File: src/rtl/reg_file.sv
// Architectural register file with per-register rename tags. Sources are returned either as a
// ready value (register, commit bypass or RoB forward) or as the RoB tag still to wait on.
module reg_file #(
  parameter int unsigned ROB_W = 4
) (
  input  logic             clk,
  input  logic             rst,
  input  logic             rdy,
  input  logic             clear,
  input  logic             issue_en,
  input  logic [4:0]       issue_rd,
  input  logic [ROB_W-1:0] issue_rob_id,
  input  logic [4:0]       commit_rd,
  input  logic [ROB_W-1:0] commit_rob_id,
  input  logic [31:0]      commit_value,
  input  logic [4:0]       rs1,
  input  logic [4:0]       rs2,
  output logic             rs1_ready,
  output logic             rs2_ready,
  output logic [31:0]      rs1_value,
  output logic [31:0]      rs2_value,
  output logic [ROB_W-1:0] rs1_rob_id,
  output logic [ROB_W-1:0] rs2_rob_id,
  output logic [ROB_W-1:0] get_rob_id1,
  output logic [ROB_W-1:0] get_rob_id2,
  input  logic             get_ready1,
  input  logic             get_ready2,
  input  logic [31:0]      get_value1,
  input  logic [31:0]      get_value2
);

  logic [31:0]      value_q [32];
  logic [31:0]      value_d [32];
  logic [ROB_W-1:0] tag_q   [32];
  logic [ROB_W-1:0] tag_d   [32];
  logic [31:0]      busy_q;
  logic [31:0]      busy_d;

  // Commit value write always lands; clear and issue only touch busy/tag, issue winning over
  // the commit's busy clear on the same register.
  always_comb begin
    value_d = value_q;
    tag_d   = tag_q;
    busy_d  = busy_q;
    if (rdy) begin
      if (commit_rd != 5'd0) begin
        value_d[commit_rd] = commit_value;
        if (busy_q[commit_rd] && (tag_q[commit_rd] == commit_rob_id)) begin
          busy_d[commit_rd] = 1'b0;
        end
      end
      if (clear) begin
        busy_d = '0;
        for (int i = 0; i < 32; i++) begin
          tag_d[i] = '0;
        end
      end else if (issue_en && (issue_rd != 5'd0)) begin
        busy_d[issue_rd] = 1'b1;
        tag_d[issue_rd]  = issue_rob_id;
      end
    end
  end

  always_ff @(posedge clk or posedge rst) begin
    if (rst) begin
      for (int i = 0; i < 32; i++) begin
        value_q[i] <= '0;
        tag_q[i]   <= '0;
      end
      busy_q <= '0;
    end else begin
      value_q <= value_d;
      tag_q   <= tag_d;
      busy_q  <= busy_d;
    end
  end

  assign get_rob_id1 = tag_q[rs1];
  assign get_rob_id2 = tag_q[rs2];

  always_comb begin
    rs1_ready  = 1'b0;
    rs1_value  = '0;
    rs1_rob_id = tag_q[rs1];
    if ((rs1 == 5'd0) || !busy_q[rs1]) begin
      rs1_ready  = 1'b1;
      rs1_value  = value_q[rs1];
      rs1_rob_id = '0;
    end else if ((commit_rd == rs1) && (commit_rob_id == tag_q[rs1]) && rdy) begin
      rs1_ready  = 1'b1;
      rs1_value  = commit_value;
      rs1_rob_id = '0;
    end else if (get_ready1) begin
      rs1_ready  = 1'b1;
      rs1_value  = get_value1;
      rs1_rob_id = '0;
    end
  end

  always_comb begin
    rs2_ready  = 1'b0;
    rs2_value  = '0;
    rs2_rob_id = tag_q[rs2];
    if ((rs2 == 5'd0) || !busy_q[rs2]) begin
      rs2_ready  = 1'b1;
      rs2_value  = value_q[rs2];
      rs2_rob_id = '0;
    end else if ((commit_rd == rs2) && (commit_rob_id == tag_q[rs2]) && rdy) begin
      rs2_ready  = 1'b1;
      rs2_value  = commit_value;
      rs2_rob_id = '0;
    end else if (get_ready2) begin
      rs2_ready  = 1'b1;
      rs2_value  = get_value2;
      rs2_rob_id = '0;
    end
  end

endmodule

File: config.mk
export PLATFORM = sky130hd
export DESIGN_NAME = reg_file
export DESIGN_NICKNAME = d
export VERILOG_FILES = /design/src/rtl/reg_file.sv
export SDC_FILE = /design/constraint.sdc
export NUM_CORES = 2
export LEC_CHECK = 0
export BUFFER_PORTS_ARGS = -buffer_cell sky130_fd_sc_hd__buf_4
export CAP_MARGIN = 20
export CORE_UTILIZATION = 45
export CTS_CLUSTER_DIAMETER = 150
export DETAILED_ROUTE_END_ITERATION = 10
export SLEW_MARGIN = 20
export SYNTH_ARGS = -nofsm -noshare
export SYNTH_HDL_FRONTEND = slang
export SYNTH_SLANG_ARGS = --single-unit
File: constraint.sdc
create_clock -name clk -period 81.5 [get_ports clk]
set_input_delay 12.225 -clock clk [delete_from_list [all_inputs] [get_ports clk]]
set_output_delay 12.225 -clock clk [all_outputs]
set_load 0.02 [all_outputs]
==> qor.yml <==
power:
  power_density_nw_per_um2: 23.5
  p_clk_share_pct: 35.2
  switching_share_pct: 27.7
  p_int_mw: 1.26
  comb_power_share_pct: 21.6
  p_leak_nw: 31.4
  power_frac_seq_pct: 43.2
  finalPower_mw: 1.74
  ir_drop_mv: 0.0259
  switchingPower_mw: 0.482
status:
  status: "complete, no violations"
synthesis:
  synthFlopType: "dfrtp_1"
  ys_async_sr_fraction_pct: 100
  syn-instance-count: 4517
  syn_area_per_cell_um2: 14.8
  synth_edf_count: 0
  syn-num-nets: 4648
  ys_ff_latch: 1184
  ys_types: 74
  ys_seq_area_share_pct: 44.3
  synth.cell_area_um2: 66800
  yosys_warnings: 0
floorplanning:
  rows: 141
  io_pins: 213
  die_w_um: 387
  die_h_um: 387
  core_um2: 147000
  start_util_pct: 45.3
  die-area_um2: 150000
critical_path:
  crit_required_ns: 69.28
  ff2ff_setup_slack_ns: 78.32
  worst-path-buf-inv: 5
  critPathKind: "primary input to output port"
  cp-start-kind: "primary input"
  timing.rr.start: "tag_q[33]$_DFFE_PP0P_"
  critPathMaxStageDelay_ns: 0.84
  cp_top_family: "buffers and inverters"
  crit_path_end_kind: "output port"
  worstPathArrival_ns: 17.43
  cp_cell_sequence: "buf_8 -> buf_4 -> mux4_2 -> a22o_1 -> o211a_1 -> nor4_2 -> nand3_2 -> buf_4 -> or3_2 -> buf_4 -> a211o_1 -> buf_4"
  reg2reg_to: "busy_q[25]$_DFFE_PP0P_"
  cp_common_cell: "buf_4"
  cpMaxStageDelayCell: "buf_4"
  ff2ff_path_depth: 8
  cp_max_fo: 77
clocking:
  ctsHoldBuffers: 0
  clk_pin_slew_ns: 0.06
  cts_tree: "done"
  cts_buffers: 137
  clock_path_buffers: 3
  htreeDepth: 4
  clock-sinks: 1184
  cts_resized: 0
  clk_root_buffer_cell: "clkbuf_16"
  cts_setup_buffers: 0
  clock_latency_ns: 0.79
detailed_routing:
  drc: 0
  dr.pass1.iters: 6
  antenna_left: 0
  viasPerCell: 6.80
  vias: 43900
  drt_iter0_drc: 4901
  routedWlPerCell_um: 33.7
  routed_wirelength_mm: 217
layout:
  multi_input_area_um2: 35200
  layout-drive-gt1-share_pct: 52.1
  final_cells: 6458
  fill_cells: 12500
  area_delta_synth_final_pct: 10.8
  fin_area_um2: 74100
  ff_latch_area_um2: 29600
  nets: 4553
  fin_util_pct: 50.2
min_path:
  min_path_type: "flop to flop"
  hold_depth: 0
  hold_end: "value_q[1005]$_DFFE_PP0P_"
  min_from: "value_q[1005]$_DFFE_PP0P_"
timing:
  clock_skew_ns: 0.0204
  slew_viol_final: 0
  worst_pin_slew_ns: 1.17
  hold_violations: 0
  grt_setup_unrepaired: "no"
  fin_setup_tns_ns: 0
  final.min_clock_period_ns: 29.65
  slew_headroom_pct: 21.8
  setup_slack_ns: 51.85
  max_clock_freq_mhz: 33.7
  finalCritPeriodShare_pct: 36.4
  worst_hold_slack_ns: 0.394
  finalSetupViolations: 0
place:
  gp_congestion: 0.902
  dp.cells: 6212
  place_area_um2: 69600
  portBuffers: 212
  dp_slack_ns: 51.79
  dp_hpwl_mm: 122
global_routing:
  grt_usage_pct: 29.2
  antenna_found_initial: 9
  grt_pass1_wl_mm: 320
  grt_max_degree: 163
  overflow: 0
  grt_pass1_vias: 44600
run:
  maxCapViolCount: 0
==> synth_stat cells (17+ instances only) <==
cell,number,share of area (%)
and3_2,18,0.20
buf_2,55,0.41
a21oi_2,17,0.22
dfrtp_1,1184,44
a211o_1,32,0.42
nand2_1,210,1.2
a32o_1,24,0.36
a22oi_1,36,0.40
a22o_1,78,1.0
nand4_1,39,0.37
mux2i_1,43,0.64
nor4_1,39,0.37
inv_1,19,0.11
nor2_1,101,0.57
and3_1,36,0.34
mux2_2,998,17
o21ai_0,92,0.69
mux4_2,746,25
a21oi_1,24,0.18
a41oi_1,17,0.22
buf_1,99,0.56
a31oi_1,17,0.16
clkbuf_1,340,1.9
o311ai_0,32,0.42
==> worst reg2reg max path, cell delays in order (launching register included) <==
cell and delay [ns]:
dfrtp_1 0.41, mux4_2 0.50, a22oi_1 0.31, nand4_1 0.15
xor2_1 0.20, nor4_4 0.32, buf_4 0.32, nand4b_1 0.45
o221a_2 0.40
==> area by class of cell <==
class                      count  area share [%]
multi-input combinational   2788            47.5
sequential                  1184            40.0
clock buffer                 200            5.46
tap                         1930            3.26
timing repair buffer         292            3.13
clock inverter                40           0.520
inverter                      19           0.110
antenna                        5          0.0169
==> kinds of logic (layout without fill, tap and decap cells) <==
family          count (synthesis)  count (layout)  synth area share, %
simple gates                  558             558                 4.19
mux                          1797            1797                 43.0
xor+xnor                       16              16                0.210
buf+inv                       545             551                 3.56
flops                        1184            1184                 44.3
other cells                     0               5                    0
compound gates                417             417                 4.72
==> cell usage in the layout, fill, tap and decap left out, drive strengths merged, types with 22 or more instances in the layout <==
| cell type | Yosys | final |
|---|---|---|
| inv | 19 | 22 |
| nand4 | 39 | 39 |
| nand2 | 210 | 210 |
| o311ai | 32 | 32 |
| mux4 | 756 | 756 |
| buf | 172 | 290 |
| a211o | 32 | 32 |
| clkinv | 0 | 29 |
| a22o | 78 | 78 |
| dfrtp | 1184 | 1184 |
| and3 | 54 | 54 |
| nor2 | 101 | 101 |
| o21ai | 92 | 92 |
| nor4 | 41 | 41 |
| a21oi | 41 | 41 |
| mux2 | 998 | 998 |
| clkbuf | 348 | 202 |
| mux2i | 43 | 43 |
| a22oi | 36 | 36 |
| a32o | 24 | 24 |
==> power groups by stage <==
stage          combinational (mW)  clock, mW  sequential [mW]
2_1_floorplan               0.285          0            0.743
3_3_place_gp                0.371          0            0.755
3_5_place_dp                0.376          0            0.762
4_1_cts                     0.377      0.624            0.752
5_1_grt                     0.399      0.648            0.768
6_report                    0.376      0.614            0.754
==> state kept, by name (all words and copies together), names as in the netlist <==
name / count
busy_q: 32
tag_q: 128
value_q: 1024
==> worst max-delay path by stage <==
stage	from	slack (ns)	cells past startpoint	end
finish	rs1[0]	51.85	12	rs1_value[30]
global placement	rs1[0]	51.79	12	rs1_value[30]
CTS	rs1[0]	51.78	12	rs1_value[30]
detailed placement	rs1[0]	51.79	12	rs1_value[30]
global route	rs1[0]	51.61	12	rs1_value[28]
floorplan	rst	35.92	1	busy_q[0]$_DFFE_PP0P_
==> routing by layer <==
metal	share of wire (%)	global-route usage [%]
met5	0	0
met2	47	45.0
met3	7.9	5.67
met1	42	41.8
met4	3.2	9.53
(Power assumes the default switching activity.)
